<file path="src/rtl/gtp_pkg.sv">
`default_nettype none
// ---------------------------------------------------------------------------
// Module   : gtp_pkg
// Purpose  : Shared 8b/10b control characters and lane state encoding for
//            the transceiver link controller.
// Revision : 1.0
// ---------------------------------------------------------------------------
package gtp_pkg;

  localparam logic [7:0] K28_5 = 8'hBC;  // comma character
  localparam logic [7:0] D16_2 = 8'h50;  // idle filler character

  typedef enum logic [1:0] {
    RESET     = 2'd0,
    WAIT_DONE = 2'd1,
    ALIGN     = 2'd2,
    LOCKED    = 2'd3
  } lane_state_t;

endpackage
`default_nettype wire

</file>
<file path="src/rtl/gtp_lane_ctrl.sv">
`default_nettype none
// ---------------------------------------------------------------------------
// Module   : gtp_lane_ctrl
// Purpose  : One transceiver lane: reset sequencing, comma alignment, lock
//            tracking, retry counting and the registered tx idle/user mux.
// Revision : 1.0
// ---------------------------------------------------------------------------
module gtp_lane_ctrl
  import gtp_pkg::*;
#(
  parameter  int DATA_W      = 16,
  parameter  int LOCK_CNT    = 64,
  parameter  int LOSS_CNT    = 4,
  parameter  int TIMEOUT_CYC = 2**20,
  parameter  int RST_CYC     = 16,
  localparam int K_W         = DATA_W / 8
) (
  input  logic              sysclk,
  input  logic              reset,
  input  logic              gt_reset_done,
  input  logic [DATA_W-1:0] rx_data,
  input  logic [K_W-1:0]    rx_charisk,
  input  logic              rx_err,
  input  logic [DATA_W-1:0] tx_user_data,
  input  logic [K_W-1:0]    tx_user_charisk,
  output logic              soft_reset,
  output logic [DATA_W-1:0] tx_data,
  output logic [K_W-1:0]    tx_charisk,
  output logic              lane_locked,
  output logic [7:0]        retry_cnt
);

  localparam int RST_W  = $clog2(RST_CYC) + 1;
  localparam int TO_W   = $clog2(TIMEOUT_CYC) + 1;
  localparam int GOOD_W = $clog2(LOCK_CNT) + 1;
  localparam int BAD_W  = $clog2(LOSS_CNT) + 1;

  lane_state_t       state, state_nxt;
  logic [RST_W-1:0]  rst_cnt, rst_nxt;
  logic [TO_W-1:0]   to_cnt, to_nxt, to_inc;
  logic [GOOD_W-1:0] good_cnt, good_nxt;
  logic [BAD_W-1:0]  bad_cnt, bad_nxt;
  logic [7:0]        retry_nxt;
  logic              good_word, bad_word;
  logic              lock_hit, loss_hit, to_hit;
  logic [DATA_W-1:0] idle_data;
  logic [K_W-1:0]    idle_k;

  // Classify the received word: good comma, bad (error or misplaced comma), or neutral.
  always_comb begin
    good_word = (rx_data[7:0] == K28_5) && rx_charisk[0] && !rx_err;
    bad_word  = rx_err;
    for (int b = 1; b < K_W; b++) begin
      if (rx_charisk[b]) good_word = 1'b0;
      if (rx_charisk[b] && (rx_data[8*b +: 8] == K28_5)) bad_word = 1'b1;
    end
  end

  // Idle word: comma in byte0, D16.2 filler in every other byte.
  always_comb begin
    for (int b = 0; b < K_W; b++) begin
      idle_data[8*b +: 8] = (b == 0) ? K28_5 : D16_2;
      idle_k[b]           = (b == 0);
    end
  end

  // Next-state and counter update; link-down beats lock/loss/timeout.
  always_comb begin
    state_nxt = state;
    rst_nxt   = '0;
    to_nxt    = to_cnt;
    good_nxt  = '0;
    bad_nxt   = '0;
    retry_nxt = retry_cnt;

    // Timeout counter saturates so a late done-drop cannot wrap it.
    to_inc   = (to_cnt == TO_W'(TIMEOUT_CYC)) ? to_cnt : to_cnt + 1'b1;
    to_hit   = (to_cnt >= TO_W'(TIMEOUT_CYC - 1));
    lock_hit = good_word && (good_cnt == GOOD_W'(LOCK_CNT - 1));
    loss_hit = bad_word && (bad_cnt == BAD_W'(LOSS_CNT - 1));

    case (state)
      RESET: begin
        to_nxt = '0;
        if (rst_cnt == RST_W'(RST_CYC - 1)) state_nxt = WAIT_DONE;
        else                                rst_nxt   = rst_cnt + 1'b1;
      end
      WAIT_DONE: begin
        if (to_hit) begin
          state_nxt = RESET;
          to_nxt    = '0;
          retry_nxt = (retry_cnt == 8'hFF) ? retry_cnt : retry_cnt + 1'b1;
        end else begin
          to_nxt = to_inc;
          if (gt_reset_done) state_nxt = ALIGN;
        end
      end
      ALIGN: begin
        if (!gt_reset_done) begin
          state_nxt = WAIT_DONE;
          to_nxt    = to_inc;
        end else if (lock_hit) begin
          state_nxt = LOCKED;
          to_nxt    = '0;
        end else if (to_hit) begin
          state_nxt = RESET;
          to_nxt    = '0;
          retry_nxt = (retry_cnt == 8'hFF) ? retry_cnt : retry_cnt + 1'b1;
        end else begin
          to_nxt   = to_inc;
          good_nxt = good_word ? good_cnt + 1'b1 : '0;
        end
      end
      LOCKED: begin
        to_nxt = '0;
        if (!gt_reset_done)  state_nxt = WAIT_DONE;
        else if (loss_hit)   state_nxt = ALIGN;
        else                 bad_nxt   = bad_word ? bad_cnt + 1'b1 : '0;
      end
      default: state_nxt = RESET;
    endcase
  end

  // State register and counters.
  always_ff @(posedge sysclk) begin
    if (reset) begin
      state     <= RESET;
      rst_cnt   <= '0;
      to_cnt    <= '0;
      good_cnt  <= '0;
      bad_cnt   <= '0;
      retry_cnt <= '0;
    end else begin
      state     <= state_nxt;
      rst_cnt   <= rst_nxt;
      to_cnt    <= to_nxt;
      good_cnt  <= good_nxt;
      bad_cnt   <= bad_nxt;
      retry_cnt <= retry_nxt;
    end
  end

  // Lock flag follows the state; tx switches to user data once the flag is up.
  always_ff @(posedge sysclk) begin
    if (reset) begin
      lane_locked <= 1'b0;
      tx_data     <= idle_data;
      tx_charisk  <= idle_k;
    end else begin
      lane_locked <= (state == LOCKED);
      tx_data     <= lane_locked ? tx_user_data    : idle_data;
      tx_charisk  <= lane_locked ? tx_user_charisk : idle_k;
    end
  end

  assign soft_reset = (state == RESET);

endmodule
`default_nettype wire

</file>
<file path="src/rtl/gtp_link_ctrl.sv">
`default_nettype none
// ---------------------------------------------------------------------------
// Module   : gtp_link_ctrl
// Purpose  : Multi-lane transceiver link controller: one gtp_lane_ctrl per
//            lane plus the registered all-lanes-locked flag.
// Revision : 1.0
// ---------------------------------------------------------------------------
module gtp_link_ctrl
  import gtp_pkg::*;
#(
  parameter  int LANES       = 1,
  parameter  int DATA_W      = 16,
  parameter  int LOCK_CNT    = 64,
  parameter  int LOSS_CNT    = 4,
  parameter  int TIMEOUT_CYC = 2**20,
  parameter  int RST_CYC     = 16,
  localparam int K_W         = DATA_W / 8
) (
  input  logic                    sysclk,
  input  logic                    reset,
  input  logic [LANES-1:0]        gt_reset_done,
  input  logic [LANES*DATA_W-1:0] rx_data,
  input  logic [LANES*K_W-1:0]    rx_charisk,
  input  logic [LANES-1:0]        rx_err,
  input  logic [LANES*DATA_W-1:0] tx_user_data,
  input  logic [LANES*K_W-1:0]    tx_user_charisk,
  output logic [LANES-1:0]        soft_reset,
  output logic [LANES*DATA_W-1:0] tx_data,
  output logic [LANES*K_W-1:0]    tx_charisk,
  output logic [LANES-1:0]        lane_locked,
  output logic                    all_locked,
  output logic [LANES*8-1:0]      retry_cnt
);

  for (genvar i = 0; i < LANES; i++) begin : g_lane
    gtp_lane_ctrl #(
      .DATA_W      (DATA_W),
      .LOCK_CNT    (LOCK_CNT),
      .LOSS_CNT    (LOSS_CNT),
      .TIMEOUT_CYC (TIMEOUT_CYC),
      .RST_CYC     (RST_CYC)
    ) u_lane (
      .sysclk          (sysclk),
      .reset           (reset),
      .gt_reset_done   (gt_reset_done[i]),
      .rx_data         (rx_data[i*DATA_W +: DATA_W]),
      .rx_charisk      (rx_charisk[i*K_W +: K_W]),
      .rx_err          (rx_err[i]),
      .tx_user_data    (tx_user_data[i*DATA_W +: DATA_W]),
      .tx_user_charisk (tx_user_charisk[i*K_W +: K_W]),
      .soft_reset      (soft_reset[i]),
      .tx_data         (tx_data[i*DATA_W +: DATA_W]),
      .tx_charisk      (tx_charisk[i*K_W +: K_W]),
      .lane_locked     (lane_locked[i]),
      .retry_cnt       (retry_cnt[i*8 +: 8])
    );
  end

  // Link is up only when every lane reports lock.
  always_ff @(posedge sysclk) begin
    if (reset) all_locked <= 1'b0;
    else       all_locked <= &lane_locked;
  end

endmodule
`default_nettype wire

</file>
<file path="config.mk">
export PLATFORM = sky130hd
export DESIGN_NAME = gtp_link_ctrl
export DESIGN_NICKNAME = d
export VERILOG_FILES = /design/src/rtl/gtp_pkg.sv /design/src/rtl/gtp_lane_ctrl.sv /design/src/rtl/gtp_link_ctrl.sv
export SDC_FILE = /design/constraint.sdc
export NUM_CORES = 1
export LEC_CHECK = 0
export ABC_AREA = 1
export CAP_MARGIN = 20
export CORE_ASPECT_RATIO = 1.2
export CORE_MARGIN = 3
export CORE_UTILIZATION = 50
export CTS_BUF_LIST = sky130_fd_sc_hd__clkbuf_8
export DETAILED_ROUTE_END_ITERATION = 12
export PLACE_DENSITY = 0.76
export SYNTH_ARGS = -nofsm -noshare
export SYNTH_HDL_FRONTEND = slang
export SYNTH_SLANG_ARGS = --single-unit
</file>
<file path="constraint.sdc">
create_clock -name sysclk -period 1.86 [get_ports sysclk]
set_input_delay 0.465 -clock sysclk [delete_from_list [all_inputs] [get_ports sysclk]]
set_output_delay 0.465 -clock sysclk [all_outputs]
set_load 0.02 [all_outputs]
</file>
==> reports/metrics.yaml, run 1 <==
route:
  ant_nets: 0
  via_per_inst: 4.59
  drt-initial-drc-count: 111
  wl_mm: 6.28
  vias: 2613
  dr.pass1.iters: 4
  wl_per_cell_um: 11.0
  drc: 0
logic_synthesis:
  synthCells: 389
  synth_seq_cells: 66
  ys_types: 30
  synth_area_um2: 2980
  synth_fp_nets: 437
  ys_seq_area_share_pct: 44.4
  synth_area_per_cell_um2: 7.66
  yosys_warnings: 0
timing:
  final-max-slew-violation-count: 0
  finClkSkew_ps: 12.9
  finalCritPeriodShare_pct: 97.5
  timing.final.ws_setup_ps: 46.8
  min_period_ps: 1810
  setup_viol: 0
  max-slew-margin-rel_pct: 73.6
  timing.fmax_mhz: 552
  hold_violations: 0
  tightest_slew_ps: 392
  rsz0062_at_grt: "yes"
  holdWs_ps: 424
global_routing:
  grt.busiest_layer: "met2"
  antenna_found_initial: 0
  grt_start_max_net_pins: 22
  grt_usage_pct: 19.5
  overflow: 0
  grt_pass1_wl_mm: 10.9
  use_met3_pct: 4.69
  gr-usage-met2_pct: 33.2
  grt_pass1_vias: 2498
  met1_usage_pct: 22.1
floorplan:
  die_w_um: 76.5
  core-area_um2: 5710
  fp.dieArea_um2: 6920
  dieHeight_um: 90.6
  ios: 69
  start_util_pct: 52.2
  num_rows: 30
cells_and_area:
  nNetsFinal: 532
  drive_gt1_share_pct: 17.0
  final_common_cell: "nor2_1"
  final_cell_mix: "nor2_1, dfxtp_1, clkdlybuf4s50_1, nand2_1, inv_1"
  areaGrowthSynthToFinish_pct: 39.2
  fillers: 472
  fin_area_um2: 4150
  antenna_cells: 0
power:
  p_leak_nw: 1.76
  ir_worst_vdd_mv: 0.677
  pwr_density_cell_nw_per_um2: 812
clock_tree:
  cts_made_buffers: 9
  clkSlewWorstSetupHoldPaths_ps: 80
  hold_buffers: 0
  clock_latency_ps: 350
  h-tree-depth: 3
  clock_path_buffers: 2
  cts_sinks: 66
  cts_tree: "built"
  clockRootBuffer: "clkbuf_8"
place:
  dpl.hpwl_mm: 4.59
  placed_area_um2: 3870
  port_buffers: 68
  gp_congestion: 0.797
  dpl_worst_slack_ps: -164
critical_path:
  path_buf_inv: 1
  path_cells: "clkdlybuf4s50_1"
  start_kind: "flop"
  arrival_ps: 1350
  cp_slowest_cell: "clkdlybuf4s50_1"
  required_ps: 1390
  cp_top_family: "buffers and inverters"
  cp_max_fo: 4
  end_kind: "output port"
  max_stage_delay_ps: 620
  crit_type: "reg2out"
flow_run:
  cap_violations: 0
min_path:
  hp-class: "reg2reg"
outcome:
  status: "finished, final reports clean"
cells in the mapped netlist:
| master | instances | share of area, % |
|---|---|---|
| a21oi_1 | 10 | 1.7 |
| buf_4 | 2 | 0.50 |
| buf_6 | 1 | 0.38 |
| clkbuf_1 | 2 | 0.25 |
| dfxtp_1 | 66 | 44 |
| ha_1 | 8 | 3.4 |
| inv_1 | 51 | 6.4 |
| inv_2 | 4 | 0.50 |
| nand2_1 | 59 | 7.4 |
| nand2_2 | 7 | 1.5 |
| nand2_4 | 1 | 0.38 |
| nand3_1 | 18 | 3.0 |
| nand3_2 | 1 | 0.34 |
| nand3_4 | 2 | 1.2 |
| nand3b_1 | 1 | 0.25 |
| nand4_1 | 6 | 1.3 |
| nor2_1 | 82 | 10 |
| nor2_2 | 2 | 0.42 |
| nor2_4 | 5 | 1.9 |
| nor3_1 | 8 | 1.3 |
| nor3b_1 | 2 | 0.50 |
| nor4_1 | 6 | 1.3 |
| o211ai_1 | 1 | 0.25 |
| o21ai_0 | 3 | 0.50 |
| o21ai_1 | 3 | 0.50 |
| o21ai_2 | 1 | 0.29 |
| o31ai_1 | 1 | 0.25 |
| or2_2 | 11 | 2.3 |
| xnor2_1 | 6 | 1.8 |
| xor2_1 | 19 | 5.6 |
cell type report:
cell class / instances / area [µm²] / area share (%)
Inverter: 55 / 206 / 4.98
Sequential cell: 66 / 1330 / 31.9
Tap cell: 80 / 100 / 2.41
Clock buffer: 10 / 138 / 3.32
Clock inverter: 6 / 70.1 / 1.69
Timing Repair Buffer: 89 / 865 / 20.8
Multi-Input combinational cell: 263 / 1440 / 34.8
worst paths after layout:
path | from | to | slack (ps) | cells past startpoint
min | g_lane[0].u_lane.bad_cnt[0] | g_lane[0].u_lane.bad_cnt[0] | 420 | 1
min reg2reg | g_lane[0].u_lane.bad_cnt[0] | g_lane[0].u_lane.bad_cnt[0] | 420 | 1
max reg2reg | g_lane[0].u_lane.retry_cnt[0] | g_lane[0].u_lane.retry_cnt[1] | 90 | 9
max | g_lane[0].u_lane.retry_cnt[1] | retry_cnt[1] | 50 | 1
kinds of logic (layout without fill, tap and decap cells):
kind of cell    after synthesis  count (layout)  share of synthesized area [%]
compound gates               19              19                           3.49
xor+xnor                     25              25                           7.35
fa+ha+maj                     8               8                           3.36
buf+inv                      60             160                           8.06
flops                        66              66                           44.4
simple gates                211             211                           33.4
through the flow:
stage,cells,power [mW],setup TNS (ps),util [%]
2_1_floorplan,389,1.88,0,-
3_3_place_gp,550,2.13,-4010,67.9
3_5_place_dp,550,2.14,-4670,67.9
4_1_cts,568,3.38,0,71.9
5_1_grt,569,3.56,-12.6,72.7
6_report,569,3.37,0,72.7
power by group:
group	leakage [nW]	total, mW	internal, mW	switching, mW
combinational	1.12	0.591	0.283	0.308
clock	0.108	1.26	0.669	0.588
sequential	0.534	1.52	1.47	0.0532
metal layers:
| metal | vias to the layer above | share of wire, % |
|---|---|---|
| met3 | 14 | 4.1 |
| met5 | - | 0 |
| met1 | 1140 | 43 |
| li1 | 1395 | - |
| met2 | 64 | 50 |
| met4 | 0 | 2.7 |
timing repair:
action                                  in CTS  in global routing
buffers inserted                             2                  1
resized for setup                            5                 15
pin swaps                                    1                  4
endpoints found under the setup margin       6                 41
sequential cells by signal, indices dropped and copies added, names as in the netlist:
register	count
g_lane.u_lane.state	2
g_lane.u_lane.tx_data	16
g_lane.u_lane.lane_locked	1
g_lane.u_lane.retry_cnt	8
g_lane.u_lane.bad_cnt	3
g_lane.u_lane.to_cnt	21
g_lane.u_lane.rst_cnt	5
g_lane.u_lane.tx_charisk	2
all_locked	1
g_lane.u_lane.good_cnt	7
Note: power is estimated with default switching activity, not from simulation.
==> inputs of run 2 (changes only) <==
--- a/config.mk
+++ b/config.mk
@@ -9,10 +9,10 @@
 export CAP_MARGIN = 20
 export CORE_ASPECT_RATIO = 1.2
 export CORE_MARGIN = 3
-export CORE_UTILIZATION = 50
+export CORE_UTILIZATION = 52
 export CTS_BUF_LIST = sky130_fd_sc_hd__clkbuf_8
 export DETAILED_ROUTE_END_ITERATION = 12
-export PLACE_DENSITY = 0.76
+export PLACE_DENSITY = 0.79
 export SYNTH_ARGS = -nofsm -noshare
 export SYNTH_HDL_FRONTEND = slang
 export SYNTH_SLANG_ARGS = --single-unit
==> run 2 against run 1 <==
Total power rose by 3.0%; critical path type unchanged; largest cell class unchanged; critical path depth did not move; die area fell by 3.6%; utilization rose by 5.1 points; count of clock-buffer cells in the layout did not move; via count rose by 2.1%; register-to-register slack improved by 30 ps.
==> reports/metrics.yaml, run 2 (synthesized netlist as in run 1, its figures left out) <==
power:
  p_total_mw: 3.47  # +3.0%
  pwr_density_cell_nw_per_um2: 825  # +1.6%
  ir_worst_vdd_mv: 0.571  # -16%
  p_leak_nw: 1.83  # +3.6%
clock_tree:
  cts_sinks: 66  # unchanged
  hold_buffers: 0  # unchanged
  cts_tree: "built"
  clock_path_buffers: 2  # unchanged
  clkSlewWorstSetupHoldPaths_ps: 80  # about the same
  clockRootBuffer: "clkbuf_8"
  clock_latency_ps: 350  # about the same
  cts_made_buffers: 9  # unchanged
  h-tree-depth: 3  # unchanged
critical_path:
  timing.rr.end: "g_lane[0].u_lane.to_cnt[0]"
  cp_top_family: "buffers and inverters"
  r2r-start: "g_lane[0].u_lane.to_cnt[5]"
  required_ps: 1390  # about the same
  end_kind: "output port"
  cp_max_fo: 2  # -2
  path_buf_inv: 1  # unchanged
  r2r_cells: 13  # +4
  max_stage_delay_ps: 610  # about the same
  rrSetupSlack_ps: 120  # +30 ps
  crit_type: "reg2out"
  start_kind: "flop"
  cp_slowest_cell: "clkdlybuf4s50_1"
  arrival_ps: 1290  # -60 ps
  path_cells: "clkdlybuf4s50_1"
floorplan:
  fp.dieArea_um2: 6680  # -3.6%
  die_w_um: 75.1  # -1.8%
  num_rows: 29  # -3.3%
  start_util_pct: 55.1  # +2.9 points
  ios: 69  # unchanged
  core-area_um2: 5410  # -5.2%
  dieHeight_um: 88.9  # -1.8%
min_path:
  hold_path.startpoint: "g_lane[0].u_lane.good_cnt[0]"
  hold_path_end: "g_lane[0].u_lane.good_cnt[0]"
  hold_depth: 1  # unchanged
  hp-class: "reg2reg"
timing:
  max-slew-margin-rel_pct: 73.6  # about the same
  setup_viol: 0  # unchanged
  tightest_slew_ps: 392  # -0.432 ps
  holdWs_ps: 417  # -6.52 ps
  timing.fmax_mhz: 568  # +3.0%
  timing.final.ws_setup_ps: 100  # +53.5 ps
  min_period_ps: 1760  # -53.5 ps
  finClkSkew_ps: 8.40  # -4.49 ps
  final-max-slew-violation-count: 0  # unchanged
  hold_violations: 0  # unchanged
  setup-tns-final_ps: 0  # unchanged
  finalCritPeriodShare_pct: 94.6  # -2.9 points
cells_and_area:
  nNetsFinal: 534  # +0.38%
  fillers: 380  # -19%
  antenna_cells: 0  # unchanged
  drive_gt1_share_pct: 20.0  # +3.0 points
  top_regs: "g_lane.u_lane.to_cnt x21, g_lane.u_lane.tx_data x16, g_lane.u_lane.retry_cnt x8"
  largest_reg_flops: 21  # unchanged
  finalNonFillerCells: 553  # -2.8%
  top_register: "g_lane.u_lane.to_cnt"
  final_cell_mix: "nor2_1, clkdlybuf4s50_1, nand2_1, inv_1, dfxtp_1"
  final_common_cell: "nor2_1"
  areaGrowthSynthToFinish_pct: 41.1
route:
  wl_per_cell_um: 11.6  # +5.4%
  vias: 2667  # +2.1%
  via_per_inst: 4.82  # +5.0%
  drt-initial-drc-count: 88  # -21%
  dr.pass1.iters: 4  # unchanged
  wl_mm: 6.44  # +2.4%
  ant_nets: 0  # unchanged
  drc: 0  # unchanged
outcome:
  status: "finished, final reports clean"
flow_run:
  cap_violations: 0  # unchanged
global_routing:
  grt_usage_pct: 20.2  # +0.77 points
  gr-usage-met2_pct: 36.3  # +3.1 points
  grt.busiest_layer: "met2"
  grt_pass1_wl_mm: 10.4  # -4.2%
  grt_pass1_vias: 2566  # +2.7%
  overflow: 0  # unchanged
  grt_start_max_net_pins: 22  # unchanged
  use_met3_pct: 4.61  # -0.079 points
  met1_usage_pct: 21.9  # -0.25 points
  antenna_found_initial: 0  # unchanged
place:
  dpl_worst_slack_ps: -218  # -53.6 ps
  dpl.hpwl_mm: 4.76  # +3.6%
  port_buffers: 68  # unchanged
  gp_congestion: 0.879  # +10%
  dp_cells: 535  # -2.7%
run 2: changes by cell type in the layout (fill, tap and decap cells not counted), sizes merged:
cell | previous run | this run
buf | 21 | 22
clkbuf | 10 | 11
clkdlybuf4s50 | 60 | 59
dlygate4sd2 | 5 | 4
dlymetal6s2s | 3 | 5
run 2: metrics by stage:
| step | utilization [%] | cell area (µm²) |
|---|---|---|
| 2_1_floorplan | - | 2980 |
| 3_3_place_gp | 71.7 | 3870 |
| 3_5_place_dp | 71.7 | 3870 |
| 4_1_cts | 75.4 | 4080 |
| 5_1_grt | 77.8 | 4200 |
| 6_report | 77.8 | 4200 |
run 2: layer usage:
layer / vias up / routed length [µm]
met1: 1203 / 2640
met2: 50 / 3440
met3: 14 / 212
met5: - / 0
li1: 1400 / -
met4: 0 / 139
run 2: cell type report:
type / count / area (µm²) / area share (%)
clock buffers: 10 / 138 / 3.27
clock inverters: 6 / 72.6 / 1.73
inverters: 55 / 206 / 4.91
multi-input cells: 263 / 1470 / 35.0
flip-flops and latches: 66 / 1340 / 31.9
well taps: 62 / 77.6 / 1.85
repair buffers: 91 / 895 / 21.3
run 2: worst max path at each step:
| stage | cells after the start | to | start |
|---|---|---|---|
| 6_report | 1 | lane_locked | g_lane[0].u_lane.lane_locked |
| 3_3_place_gp | 11 | g_lane[0].u_lane.to_cnt[16] | rx_data[5] |
| 2_1_floorplan | 11 | g_lane[0].u_lane.retry_cnt[2] | g_lane[0].u_lane.to_cnt[1] |
| 4_1_cts | 12 | g_lane[0].u_lane.to_cnt[0] | g_lane[0].u_lane.to_cnt[1] |
| 5_1_grt | 12 | g_lane[0].u_lane.state[1] | g_lane[0].u_lane.rst_cnt[0] |
| 3_5_place_dp | 10 | g_lane[0].u_lane.good_cnt[5] | rx_data[1] |
run 2: report_power, final:
group | internal, mW | total (mW) | switching [mW]
registers | 1.47 | 1.53 | 0.0578
logic | 0.333 | 0.678 | 0.346
clock network | 0.674 | 1.26 | 0.590
run 2: repair_timing:
item	in CTS	in global routing
pin swaps	0	5
setup buffers	0	0
gates resized for setup	4	34
endpoints found under the setup margin	4	42
cloned	0	2
==> inputs of run 3 (changes only) <==
--- a/config.mk
+++ b/config.mk
@@ -13,6 +13,7 @@
 export CTS_BUF_LIST = sky130_fd_sc_hd__clkbuf_8
 export DETAILED_ROUTE_END_ITERATION = 12
 export PLACE_DENSITY = 0.79
+export SKIP_CTS_REPAIR_TIMING = 1
 export SYNTH_ARGS = -nofsm -noshare
 export SYNTH_HDL_FRONTEND = slang
 export SYNTH_SLANG_ARGS = --single-unit
==> run 3 against run 2 <==
Count of clock-buffer cells in the layout did not move; combinational power down 0.6%; fmax about the same; clock skew about the same; sequential share of layout area down 0.077 points; non-clock buffer count unchanged; cell count is the same; critical path depth stayed put; design area increased by 0.15%; total power fell by 0.23%; largest cell class unchanged; highest routed layer unchanged.
==> reports/metrics.yaml, run 3 (synthesized netlist as in run 1, its figures left out) <==
timing:
  timing.fmax_mhz: 568  # about the same
  finalCritPeriodShare_pct: 94.7  # about the same
  final-max-slew-violation-count: 0  # unchanged
  hold_violations: 0  # unchanged
  tightest_slew_ps: 392  # unchanged
  max-slew-margin-rel_pct: 73.6  # unchanged
  min_period_ps: 1760  # +0.824 ps
  finClkSkew_ps: 8.43  # +0.0278 ps
  setup_viol: 0  # unchanged
  timing.final.ws_setup_ps: 99.5  # -0.824 ps
  holdWs_ps: 420  # +2.63 ps
clock_tree:
  clock_latency_ps: 350  # about the same
  cts_made_buffers: 9  # unchanged
  clkSlewWorstSetupHoldPaths_ps: 80  # about the same
  cts_tree: "built"
  clock_path_buffers: 2  # unchanged
  clockRootBuffer: "clkbuf_8"
  h-tree-depth: 3  # unchanged
  cts_sinks: 66  # unchanged
cells_and_area:
  final_common_cell: "nor2_1"
  top_register: "g_lane.u_lane.to_cnt"
  fin_area_um2: 4210  # +0.15%
  fillers: 380  # unchanged
  areaGrowthSynthToFinish_pct: 41.3
  largest_reg_flops: 21  # unchanged
  antenna_cells: 0  # unchanged
  top_regs: "g_lane.u_lane.to_cnt x21, g_lane.u_lane.tx_data x16, g_lane.u_lane.retry_cnt x8"
  final_cell_mix: "nor2_1, clkdlybuf4s50_1, nand2_1, dfxtp_1, inv_1"
  drive_gt1_share_pct: 19.8  # -0.20 points
  nNetsFinal: 534  # unchanged
place:
  dpl_worst_slack_ps: -218  # unchanged
  port_buffers: 68  # unchanged
  dpl.hpwl_mm: 4.76  # unchanged
  placed_area_um2: 3870  # unchanged
  gp_congestion: 0.879  # unchanged
global_routing:
  grt_pass1_wl_mm: 10.4  # unchanged
  grt_usage_pct: 20.2  # unchanged
  overflow: 0  # unchanged
  grt_pass1_vias: 2566  # unchanged
  grt_start_max_net_pins: 22  # unchanged
  antenna_found_initial: 0  # unchanged
power:
  ir_worst_vdd_mv: 0.564  # -1.3%
  p_leak_nw: 1.87  # +2.5%
  seqPwrFrac_pct: 44.0  # about the same
  p_int_mw: 2.48  # about the same
  power_frac_clock_pct: 36.5  # about the same
  pwr_density_cell_nw_per_um2: 822  # -0.38%
  switching_share_pct: 28.5  # -0.18 points
  power_frac_comb_pct: 19.5  # about the same
  p_switching_mw: 0.985  # -0.86%
  p_total_mw: 3.46  # -0.23%
route:
  drt-initial-drc-count: 83  # -5.7%
  via_per_inst: 4.84  # +0.30%
  vias: 2675  # +0.30%
  drc: 0  # unchanged
  dr.pass1.iters: 4  # unchanged
  wl_mm: 6.48  # +0.62%
  wl_per_cell_um: 11.7  # +0.62%
  ant_nets: 0  # unchanged
critical_path:
  cp_max_fo: 2  # unchanged
  cp_top_family: "buffers and inverters"
  crit_type: "reg2out"
  required_ps: 1390  # about the same
  arrival_ps: 1300  # about the same
  end_kind: "output port"
  path_cells: "clkdlybuf4s50_1"
  path_buf_inv: 1  # unchanged
  start_kind: "flop"
  max_stage_delay_ps: 610  # about the same
  cp_slowest_cell: "clkdlybuf4s50_1"
floorplan:
  start_util_pct: 55.1  # unchanged
  num_rows: 29  # unchanged
  core-area_um2: 5410  # unchanged
  dieHeight_um: 88.9  # unchanged
  die_w_um: 75.1  # unchanged
  ios: 69  # unchanged
  fp.dieArea_um2: 6680  # unchanged
outcome:
  status: "finished, final reports clean"
min_path:
  hp-class: "reg2reg"
flow_run:
  cap_violations: 0  # unchanged
## run 3: area by class of cell
type	instances	area [µm²]	share of cell area, %
flip-flops and latches	66	1340	31.9
repair buffers	91	910	21.6
inverters	55	206	4.90
clock inverters	6	72.6	1.72
clock buffers	10	138	3.27
well taps	62	77.6	1.84
multi-input cells	263	1470	34.8
## run 3: power groups by stage
stage	clock, mW	sequential, mW	combinational [mW]
2_1_floorplan	0	1.55	0.334
3_3_place_gp	0	1.54	0.579
3_5_place_dp	0	1.55	0.593
4_1_cts	1.29	1.51	0.597
5_1_grt	1.34	1.53	0.749
6_report	1.26	1.52	0.674
## run 3: worst paths after layout
| kind | startpoint | to | slack (ps) | depth (start not counted) |
|---|---|---|---|---|
| max | g_lane[0].u_lane.lane_locked | lane_locked | 100 | 1 |
| min | g_lane[0].u_lane.rst_cnt[0] | g_lane[0].u_lane.rst_cnt[0] | 420 | 1 |
| max reg2reg | g_lane[0].u_lane.to_cnt[1] | g_lane[0].u_lane.to_cnt[19] | 120 | 12 |
| min reg2reg | g_lane[0].u_lane.rst_cnt[0] | g_lane[0].u_lane.rst_cnt[0] | 420 | 1 |
## run 3: routing by layer
metal	global-route usage, %	vias up	share of wire [%]
met5	0	-	0
met4	10.2	0	2.1
met3	4.61	14	3.6
met2	36.3	61	53
met1	21.9	1198	41
li1	-	1402	-
## run 3: stage by stage
| step | util, % | TNS, ps | cells |
|---|---|---|---|
| 6_report | 77.9 | 0 | 553 |
| 5_1_grt | 77.9 | -26.1 | 553 |
| 4_1_cts | 75.5 | -205 | 551 |
| 3_5_place_dp | 71.7 | -6970 | 535 |
| 3_3_place_gp | 71.7 | -4520 | 535 |
| 2_1_floorplan | - | 0 | 389 |
